$ cat src/rtl/eng_uc_pq_pkg.sv
// Shared types for the engine-side unit-clause queue.
// Literals are two's-complement signed values; 0 is the null literal.
package eng_uc_pq_pkg;

  localparam int LIT_W = 16;

  typedef logic [LIT_W-1:0] lit_t;

  localparam lit_t LIT_NULL = '0;

  // A literal's complement is its arithmetic negation.
  function automatic lit_t lit_neg(input lit_t lit);
    return -lit;
  endfunction

endpackage

$ cat src/rtl/eng_uc_pq_cell.sv
// One slot of the sorted queue: selects the slot's next value and reports
// how the resident literal compares against the incoming one.
module eng_uc_pq_cell
  import eng_uc_pq_pkg::*;
(
  input  lit_t own_val,
  input  logic own_valid,
  input  lit_t lower_val,
  input  logic lower_valid,
  input  lit_t upper_val,
  input  logic upper_valid,
  input  lit_t bcp_lit,
  input  logic pop,
  input  logic ins_at,
  input  logic ins_below,
  output lit_t next_val,
  output logic next_valid,
  output logic gt,
  output logic eq,
  output logic comp
);

  // Above the insert point a pop cancels the upward shift, so the slot keeps its value.
  always_comb begin
    next_val   = own_val;
    next_valid = own_valid;
    if (ins_at) begin
      next_val   = bcp_lit;
      next_valid = 1'b1;
    end else if (ins_below) begin
      if (!pop) begin
        next_val   = lower_val;
        next_valid = lower_valid;
      end
    end else if (pop) begin
      next_val   = upper_val;
      next_valid = upper_valid;
    end
    if (!next_valid) next_val = LIT_NULL;
  end

  assign gt   = own_valid && (own_val > bcp_lit);
  assign eq   = own_valid && (own_val == bcp_lit);
  assign comp = own_valid && (own_val == lit_neg(bcp_lit));

endmodule

$ cat src/rtl/eng_uc_pq.sv
// Engine-side unit-clause output queue: sorted, de-duplicated literals with
// complement detection, head presented to the unit-clause arbiter.
module eng_uc_pq
  import eng_uc_pq_pkg::*;
#(
  parameter int DEPTH = 8
) (
  input  logic                       clk,
  input  logic                       rst,
  input  logic                       bcp_push,
  input  lit_t                       bcp_lit,
  input  logic                       flush,
  input  logic                       uca_pop,
  output lit_t                       ucq_min,
  output logic                       ucq_valid,
  output logic                       ucq_empty,
  output logic                       ucq_full,
  output logic [$clog2(DEPTH+1)-1:0] ucq_count,
  output logic                       ucq_conflict,
  output logic                       ucq_overflow
);

  localparam int CW = $clog2(DEPTH+1);

  lit_t             slot_q [DEPTH];
  lit_t             slot_d [DEPTH];
  lit_t             lower_val [DEPTH];
  lit_t             upper_val [DEPTH];
  logic [DEPTH-1:0] valid_q, valid_d, lower_valid, upper_valid;
  logic [DEPTH-1:0] gt_v, eq_v, comp_v, ins_at_v, ins_below_v;
  logic [CW-1:0]    count_q, count_d, first_gt, ins_pos;
  logic             pop_eff, is_full, dup, cpl, push_live, push_ok;

  assign pop_eff = uca_pop && valid_q[0];
  assign is_full = (count_q == CW'(DEPTH));

  always_comb begin
    lower_val[0]          = LIT_NULL;
    lower_valid[0]        = 1'b0;
    upper_val[DEPTH-1]    = LIT_NULL;
    upper_valid[DEPTH-1]  = 1'b0;
    for (int i = 1; i < DEPTH; i++) begin
      lower_val[i]   = slot_q[i-1];
      lower_valid[i] = valid_q[i-1];
    end
    for (int i = 0; i < DEPTH - 1; i++) begin
      upper_val[i]   = slot_q[i+1];
      upper_valid[i] = valid_q[i+1];
    end
  end

  for (genvar i = 0; i < DEPTH; i++) begin : g_cell
    eng_uc_pq_cell u_cell (
      .own_val     (slot_q[i]),
      .own_valid   (valid_q[i]),
      .lower_val   (lower_val[i]),
      .lower_valid (lower_valid[i]),
      .upper_val   (upper_val[i]),
      .upper_valid (upper_valid[i]),
      .bcp_lit     (bcp_lit),
      .pop         (pop_eff),
      .ins_at      (ins_at_v[i]),
      .ins_below   (ins_below_v[i]),
      .next_val    (slot_d[i]),
      .next_valid  (valid_d[i]),
      .gt          (gt_v[i]),
      .eq          (eq_v[i]),
      .comp        (comp_v[i])
    );
  end

  // Insert index is taken in the post-pop array, hence one lower when popping.
  always_comb begin
    first_gt = count_q;
    for (int i = DEPTH - 1; i >= 0; i--) begin
      if (gt_v[i]) first_gt = CW'(i);
    end
    ins_pos   = (pop_eff && first_gt != '0) ? first_gt - 1'b1 : first_gt;
    dup       = |eq_v;
    cpl       = |comp_v;
    push_live = bcp_push && (bcp_lit != LIT_NULL) && !dup;
    push_ok   = push_live && !cpl && !(is_full && !pop_eff);
    for (int i = 0; i < DEPTH; i++) begin
      ins_at_v[i]    = push_ok && (CW'(i) == ins_pos);
      ins_below_v[i] = push_ok && (CW'(i) > ins_pos);
    end
    count_d = count_q - CW'(pop_eff) + CW'(push_ok);
  end

  always_ff @(posedge clk) begin
    if (rst || flush) begin
      for (int i = 0; i < DEPTH; i++) slot_q[i] <= LIT_NULL;
      valid_q      <= '0;
      count_q      <= '0;
      ucq_empty    <= 1'b1;
      ucq_valid    <= 1'b0;
      ucq_full     <= 1'b0;
      ucq_conflict <= 1'b0;
      ucq_overflow <= 1'b0;
    end else begin
      for (int i = 0; i < DEPTH; i++) slot_q[i] <= slot_d[i];
      valid_q   <= valid_d;
      count_q   <= count_d;
      ucq_empty <= (count_d == '0);
      ucq_valid <= (count_d != '0);
      ucq_full  <= (count_d == CW'(DEPTH));
      if (push_live && cpl) ucq_conflict <= 1'b1;
      if (push_live && !cpl && is_full && !pop_eff) ucq_overflow <= 1'b1;
    end
  end

  assign ucq_min   = slot_q[0];
  assign ucq_count = count_q;

endmodule

$ cat config.mk
export PLATFORM = sky130hd
export DESIGN_NAME = eng_uc_pq
export DESIGN_NICKNAME = d
export VERILOG_FILES = /design/src/rtl/eng_uc_pq_pkg.sv /design/src/rtl/eng_uc_pq_cell.sv /design/src/rtl/eng_uc_pq.sv
export SDC_FILE = /design/constraint.sdc
export NUM_CORES = 1
export LEC_CHECK = 0
export CORE_MARGIN = 4
export CORE_UTILIZATION = 50
export CTS_BUF_LIST = sky130_fd_sc_hd__clkbuf_2 sky130_fd_sc_hd__clkbuf_4 sky130_fd_sc_hd__clkbuf_8
export CTS_CLUSTER_DIAMETER = 200
export DETAILED_ROUTE_END_ITERATION = 10
export HOLD_SLACK_MARGIN = 0.06
export PLACE_DENSITY = 0.64
export SYNTH_ARGS = -nofsm -noshare
export SYNTH_HDL_FRONTEND = slang
export SYNTH_SLANG_ARGS = --single-unit
$ cat constraint.sdc
create_clock -name clk -period 15.65 [get_ports clk]
set_input_delay 1.565 -clock clk [delete_from_list [all_inputs] [get_ports clk]]
set_output_delay 1.565 -clock clk [all_outputs]
set_load 0.1 [all_outputs]
==> Word level (Yosys, flattened, before mapping) <==
Memories as Yosys holds them, arrays and structs flattened.
Index checks and enable logic that the tools add are counted.
{ "word_totals": {"ff_bits": 17, "mem_bits_rw": 128, "input_bits": 21, "output_inout_bits": 25, "elab_cells": 201, "n_memories": 1} }
{ "mem_list": {"columns": ["name", "words", "word_bits", "read_ports", "rd_ports_with_merged_regs", "write_ports", "line", "text"], "rows": [
  ["slot_q", 8, 16, 8, 0, 8, "eng_uc_pq.sv:25", "lit_t slot_q [DEPTH];"]
]} }
{ "op_classes": {"addsub": 4, "magnitude_cmp": 16, "n_eq_ne": 25, "muxes": 78, "n_bitwise": 8, "reduce_logical": 62} }
{ "op_table": {"columns": ["op", "count"], "rows": [
  ["$mux W16", 41],
  ["$eq A16 B16 Y1", 16],
  ["$gt A16 B16 Y1", 8],
  ["$logic_and A1 B1 Y1", 50],
  ["$mux W4", 9],
  ["$mux W1", 28],
  ["$eq A3 B4 Y1 const A", 4],
  ["$gt A3 B4 Y1 const A", 4],
  ["$neg A16 Y16", 1],
  ["$reduce_bool A16 Y1", 1],
  ["$reduce_or A8 Y1", 2],
  ["$eq A2 B4 Y1 const A", 2],
  ["$eq A4 B4 Y1 const B", 2],
  ["$gt A1 B4 Y1 const A", 2],
  ["$gt A2 B4 Y1 const A", 2],
  ["$logic_not A4 Y1", 2],
  ["$or A1 B1 Y1", 8],
  ["$reduce_bool A4 Y1", 2],
  ["$add A4 B1 Y4", 1],
  ["$eq A1 B4 Y1 const A", 1],
  ["$logic_not A1 Y1", 4],
  ["$sub A4 B1 Y4", 1],
  ["$sub A4 B1 Y4 const B", 1],
  ["$logic_or A1 B1 Y1", 1]
]} }

==> Longest topological paths before layout <==
Gate-level depths: netlist of run 1.
An unclocked memory read counts as a cell.
{ "logic_depth": {"word_depth": 20, "ltp_mapped": 26, "mapped_depth_nobuf": 20} }

==> Cells and area by module <==
From an unflattened synthesis of run 1, not the netlist that was laid out.
{ "hier_totals": {"cells_unflattened": 2299, "hier_area_um2": 18462.7} }
{ "modules_own_cells": {"columns": ["module", "n_inst", "cells_per_inst", "area_per_inst_um2"], "rows": [
  ["eng_uc_pq_cell at g_cell[0].u_cell ...", 7, 234, 1721.7],
  ["eng_uc_pq", 1, 425, 4692.0],
  ["eng_uc_pq_cell at g_cell[2].u_cell", 1, 236, 1719.1]
]} }

==> Worst setup path before layout of run 1 <==
OpenSTA, ideal clock, no wires.
{ "synth_path": {"path_kind": "input to register", "start": "input bcp_lit[13]", "end": "memory slot_q[0][87] (netlist name)", "setup_ns": 0.088, "arrival_ns": 6.919, "required_time_ns": 15.562, "setup_slack_ns": 8.643, "cell_stages": 24, "path_buffers": 5, "path_cell_list": "clkbuf_1 clkbuf_1 inv_1 ha_1 nand4_1 nor2_1 a221o_1 o311a_1 a311oi_1 nand2_1 o221a_2 inv_1 ha_1 nor2_1 a31o_2 xnor2_1 a31oi_1 o41a_1 clkbuf_1 or3b_1 a41o_1 buf_6 buf_6 a311oi_2"} }
{ "synth_lines": {"columns": ["element", "line", "text"], "rows": [
  ["start, declared", "eng_uc_pq.sv:11", "input lit_t bcp_lit,"],
  ["end, declared", "eng_uc_pq.sv:25", null]
]} }

==> run_results.csv, run 1 <==
group,metric,value,unit
yosys,syn-num-nets,1928,
clock_network,cts_resized,0,
critical_path,crit_type,"in2reg",
timing,max_freq,112,MHz
place,hpwl,43400,um
yosys,async_flop_share,0,%
critical_path,startpoint_type,"input pin",
yosys,yosysMostFrequentCell,"nand2_1",
worst_hold_path,hp-class,"reg2reg",
global_route,grt_pass1_wl,89300,um
detailed_routing,postRouteAntennaNets,0,
detailed_routing,vias_per_cell,7.03,
floorplan,rows,60,
clock_network,clk_pin_slew,0.09,ns
global_route,antenna_found_initial,0,
clock_network,cts_tree,"done",
timing,slew_viol_final,0,
global_route,grt_usage,38.5,%
yosys,yosysTopAreaCellShare,21.1,%
final_layout,num_antenna_cells,0,
critical_path,r2r_slack,9.09,ns
yosys,synth_ff_type,"dfxtp_1",
status,outcome,"completed",
clock_network,root_buffer,"clkbuf_8",
global_route,grt_max_degree,58,
timing,layout_setup_ws,6.71,ns
timing,rsz0062_at_grt,"no",
clock_network,h-tree-depth,4,
clock_network,cts_buffers,17,
floorplan,dieArea,0.0303,mm^2
timing,setup_tns,0,ns
clock_network,cts_setup_buffers,0,
critical_path,cp_max_fo,21,
clock_network,clk_latency,0.48,ns
timing,period_needed,8.94,ns
yosys,synthTopCellsByArea,"dfxtp_1 (21%), ha_1 (12%), a21oi_1 (5.7%)",
yosys,ys_types,92,
floorplan,initial_core_util,51.0,%
yosys,syn_inst,1771,
global_route,overflow,0,
floorplan,die_h,174,um
timing,fin_skew,0.0276,ns
floorplan,ios,46,
clock_network,clock_path_buffers,2,
yosys,yosys-top-cells-count,"nand2_1 (204), a21oi_1 (156), dfxtp_1 (145)",
timing,maxSlewHeadroom,19.6,%
final_layout,area_growth,8.01,%
final_layout,layout.nets,1912,
detailed_routing,drt_iter0_drc,2019,
critical_path,crit_arrival,9.28,ns
floorplan,die_w,174,um
pwr,irDropWorstVdd,0.0474,mV
place,pre_cts_slack,6.49,ns
critical_path,crit_required,15.98,ns
floorplan,core,0.0270,mm^2
yosys,synth_area_per_cell,7.78,um^2
final_layout,drive_gt1_share,7.19,%
detailed_routing,drcViolationCount,0,
yosys,netlist_area,0.0138,mm^2
pwr,power_density,66.2,mW/mm^2
detailed_routing,dr.pass1.iters,9,
timing,finalCritPeriodShare,57.1,%
clock_network,cts_hold_buf,0,
timing,setup_viol,0,
timing,whs,0.498,ns
detailed_routing,wirelength,60100,um
global_route,grt_pass1_vias,13800,
yosys,yosysTopAreaCell,"dfxtp_1",
flow_run,max-cap-violations,0,
yosys,synth_edf_count,0,
place,port_buffers,45,
critical_path,endpoint_kind,"flop",
detailed_routing,wl_per_cell,28.5,um
yosys,yosysWarnings,0,
timing,worst_slew_pin_slew,1.20,ns
pwr,leakagePower,0.00541,uW
clock_network,clock_sinks,145,
place,place.gp.congestion,1.03,
timing,hold_viol,0,
yosys,synth-seq-area-share,21.1,%
detailed_routing,num_vias,14800,
yosys,ys_ff_latch,145,
[path summary, 6_finish.rpt]
path | startpoint | end | cells after the start
worst max-delay path | bcp_lit[12] | slot_q[0][102] | 21
worst min register to register | ucq_overflow | ucq_overflow | 2
worst max register to register | slot_q[0][90] | slot_q[0][86] | 18
worst min-delay path | ucq_overflow | ucq_overflow | 2
[cell families (layout without fill, tap and decap cells)]
kind of cell             after synthesis  count (layout)  share of synthesized area (%)
AO/OA/AOI/OAI                        542             542                           27.9
AND/OR/NAND/NOR                      634             634                           23.1
adder cells (fa/ha/maj)              136             136                           12.4
XOR/XNOR                              96              96                           7.40
multiplexers                          38              38                           2.79
buffers and inverters                180             176                           5.33
flip-flops                           145             145                           21.1
[cells in the final DEF, fill, tap and decap left out, types with 21 or more instances in the layout]
cell type | netlist | routed
o22a_1 | 32 | 32
o21ai_0 | 55 | 55
ha_1 | 135 | 135
a221oi_1 | 21 | 21
inv_1 | 60 | 60
o211ai_1 | 60 | 60
nand2_1 | 204 | 203
nor3_1 | 47 | 45
dfxtp_1 | 145 | 145
a22oi_1 | 37 | 37
a21oi_1 | 156 | 156
nand3_1 | 46 | 46
nand4_1 | 50 | 50
nor2b_1 | 21 | 21
xnor2_1 | 68 | 67
mux2i_1 | 35 | 35
buf_4 | 0 | 38
nor2_1 | 143 | 143
clkdlybuf4s50_1 | 0 | 45
[stage by stage]
stage          total power, uW  cell area, um^2  std cells  utilization [%]
2_1_floorplan              567            13800       1771                -
3_3_place_gp               643            14500       2077             53.5
3_5_place_dp               645            14500       2077             53.5
4_1_cts                    976            14900       2108             55.0
5_1_grt                   1020            14900       2108             55.0
6_report                   985            14900       2108             55.0
[critical path: stages]
cell and delay (ns):
clkdlybuf4s50_1 0.46, buf_4 0.30, clkinv_1 0.74, ha_1 0.61, nand4_1 0.20, nor4_1 0.67
inv_1 0.12, o311a_1 0.19, a311oi_1 0.41, nand2_1 0.10, o221a_2 0.34, inv_1 0.08
ha_1 0.27, nor2_1 0.08, a21oi_1 0.15, a211oi_1 0.16, or3_1 0.77, o21ai_2 0.85
nand2_1 0.67, o211ai_1 0.36, a21boi_0 0.14
[state kept, by name (all words and copies together), names as in the netlist]
name,cells
ucq_valid,1
ucq_conflict,1
ucq_count,4
ucq_overflow,1
slot_q,128
ucq_empty,1
ucq_full,1
valid_q,8
[where the power goes]
| part | internal (uW) | leakage, uW | total, uW | switching, uW |
|---|---|---|---|---|
| clock network | 162 | 0.000200 | 340 | 178 |
| registers | 375 | 0.00117 | 387 | 12.5 |
| logic | 85.3 | 0.00404 | 258 | 173 |
| total | 622 | 0.00541 | 985 | 364 |
[cell type report]
type | instances | area (um^2)
flip-flops and latches | 145 | 2900
well taps | 341 | 427
fillers | 2644 | 12200
repair buffers | 83 | 736
inverters | 62 | 234
multi-input cells | 1446 | 10200
clock buffers | 19 | 249
clock inverters | 12 | 158
[per-layer routing]
| metal | global-route usage [%] | wire [um] | vias to the layer above |
|---|---|---|---|
| li1 | - | - | 6594 |
| met4 | 18.4 | 3430 | 0 |
| met1 | 52.2 | 24000 | 7008 |
| met5 | 0 | 0 | - |
| met3 | 7.59 | 6870 | 230 |
| met2 | 58.9 | 25800 | 996 |
(Power assumes the default switching activity.)
==> run 2, diff against run 1 <==
--- a/config.mk
+++ b/config.mk
@@ -11,7 +11,7 @@
 export CTS_CLUSTER_DIAMETER = 200
 export DETAILED_ROUTE_END_ITERATION = 10
 export HOLD_SLACK_MARGIN = 0.06
-export PLACE_DENSITY = 0.64
+export PLACE_DENSITY = 0.67
 export SYNTH_ARGS = -nofsm -noshare
 export SYNTH_HDL_FRONTEND = slang
 export SYNTH_SLANG_ARGS = --single-unit
==> constraint.sdc (replaced) <==
create_clock -name clk -period 8.2 [get_ports clk]
set_input_delay 0.82 -clock clk [delete_from_list [all_inputs] [get_ports clk]]
set_output_delay 0.82 -clock clk [all_outputs]
set_load 0.1 [all_outputs]
==> run 2 against run 1 <==
Net effect: hold slack got worse by 0.010 ns; clock power increased by 80%; setup slack got worse by 5.9 ns; clock-buffer cell count increased by 1; sequential share of layout area decreased by 0.43 points; critical endpoint is now slot_q[0][33]; non-clock buffer count increased by 42.
==> run_results.csv, run 2 (synthesized netlist as in run 1, its figures left out) <==
group,metric,value,unit
final_layout,layout.nets,1954,
floorplan,die_w,174,um
clock_network,clk_pin_slew,0.09,ns
final_layout,largest_reg_flops,128,
detailed_routing,postRouteAntennaNets,0,
global_route,grt_usage,44.2,%
detailed_routing,dr.pass1.iters,8,
timing,slew_viol_final,0,
global_route,antenna_found_initial,2,
status,outcome,"completed",
critical_path,r2r-start,"slot_q[0][90]",
place,place_area,0.0148,mm^2
clock_network,clock_path_buffers,2,
floorplan,initial_core_util,51.0,%
timing,setup_tns,0,ns
pwr,irDropWorstVdd,0.128,mV
floorplan,dieArea,0.0303,mm^2
clock_network,cts_setup_buffers,0,
clock_network,cts_buffers,17,
critical_path,crit_arrival,7.81,ns
worst_hold_path,worstHoldStart,"ucq_overflow",
floorplan,die_h,174,um
timing,setup_viol,0,
timing,max_freq,135,MHz
timing,layout_setup_ws,0.777,ns
detailed_routing,vias_per_cell,7.27,
clock_network,clk_latency,0.51,ns
critical_path,crit_type,"in2reg",
final_layout,area_growth,10.5,%
detailed_routing,wl_per_cell,32.3,um
flow_run,max-cap-violations,0,
critical_path,crit_required,8.58,ns
timing,fin_skew,0.0269,ns
clock_network,cts_hold_buf,0,
global_route,grt_max_degree,64,
detailed_routing,routed-wl-met2,28000,um
detailed_routing,met1Wirelength,26700,um
floorplan,ios,46,
critical_path,cp-startpoint,"bcp_lit[1]",
global_route,overflow,0,
pwr,leakagePower,0.00563,uW
place,hpwl,49200,um
detailed_routing,drcViolationCount,0,
detailed_routing,wirelength,69400,um
final_layout,final_common_cell,"nand2_1",
timing,maxSlewHeadroom,14.1,%
global_route,grt_pass1_wl,98300,um
clock_network,root_buffer,"clkbuf_8",
clock_network,cts_resized,0,
timing,rsz0062_at_grt,"no",
clock_network,h-tree-depth,4,
place,pre_cts_slack,0.724,ns
timing,period_needed,7.42,ns
worst_hold_path,hp-class,"reg2reg",
detailed_routing,drt_iter0_drc,2287,
detailed_routing,num_vias,15600,
final_layout,fillers,2632,
final_layout,drive_gt1_share,9.34,%
critical_path,endpoint_kind,"flop",
place,port_buffers,45,
pwr,power_density,124,mW/mm^2
place,place.gp.congestion,1.02,
global_route,grt_pass1_vias,14300,
critical_path,startpoint_type,"input pin",
detailed_routing,maxUsedRoutingLayer,"met5",
critical_path,cp_max_fo,38,
floorplan,core,0.0270,mm^2
final_layout,final_area,0.0152,mm^2
timing,hold_viol,0,
clock_network,cts_tree,"done",
timing,worst_slew_pin_slew,1.28,ns
final_layout,largest-register,"slot_q",
clock_network,clock_sinks,145,
final_layout,final_cell_mix,"nand2_1 (203), a21oi_1 (156), dfxtp_1 (145), nor2_1 (143), ha_1 (135)",
floorplan,rows,60,
timing,finalCritPeriodShare,90.5,%
final_layout,num_antenna_cells,0,
timing,whs,0.488,ns
detailed_routing,met3_length,10000,um
run 2: cell count changes in the layout (fill, tap and decap cells not counted), sizes merged:
cell,change
buf,+42
bufinv,-2
inv,+2
clkinvlp,-1
clkbuf,+1
clkinv,+1
run 2: metal layers:
layer | global-route usage (%) | vias up
li1 | - | 6695
met4 | 25.2 | 4
met2 | 63.2 | 1261
met5 | 1.28 | -
met3 | 13.6 | 316
met1 | 58.7 | 7357
run 2: final timing paths:
check        depth (start not counted)       endpoint  slack, ns
min                                  2   ucq_overflow       0.49
max reg2reg                         19  slot_q[0][33]       2.21
min reg2reg                          2   ucq_overflow       0.49
max                                 17  slot_q[0][33]       0.78
run 2: layout make-up:
class                      instances  area, um^2  area share [%]
sequential                       145        2900            19.1
multi-input combinational       1446       10200            66.8
clock inverter                    12         121           0.798
inverter                          62         234            1.54
tap                              341         427            2.80
clock buffer                      20         275            1.81
timing repair buffer             125        1090            7.16
run 2: critical path: stages:
cell	delay (ns)
clkdlybuf4s50_1	0.42
inv_1	0.71
ha_1	0.57
nor4b_4	0.67
a31oi_1	0.53
or2_0	0.57
o21a_1	0.27
o2111ai_1	0.12
o22ai_1	0.18
nor4_4	0.44
nand3_2	0.22
nor4_2	0.56
buf_4	0.45
nand2_1	0.32
nor2_2	0.39
a221oi_1	0.17
a221oi_1	0.37
run 2: stage by stage:
| step | std cells | utilization (%) | total power, uW |
|---|---|---|---|
| detailed placement | 2119 | 54.8 | 1270 |
| CTS | 2151 | 56.3 | 1870 |
| floorplan | 1771 | - | 1080 |
| global placement | 2119 | 54.8 | 1270 |
| global route | 2151 | 56.3 | 1940 |
| finish | 2151 | 56.3 | 1890 |
run 2: power by group:
group          switching, uW  internal [uW]  total [uW]
sequential              24.9            715         740
clock                    341            271         612
combinational            360            179         540
total                    727           1160        1890
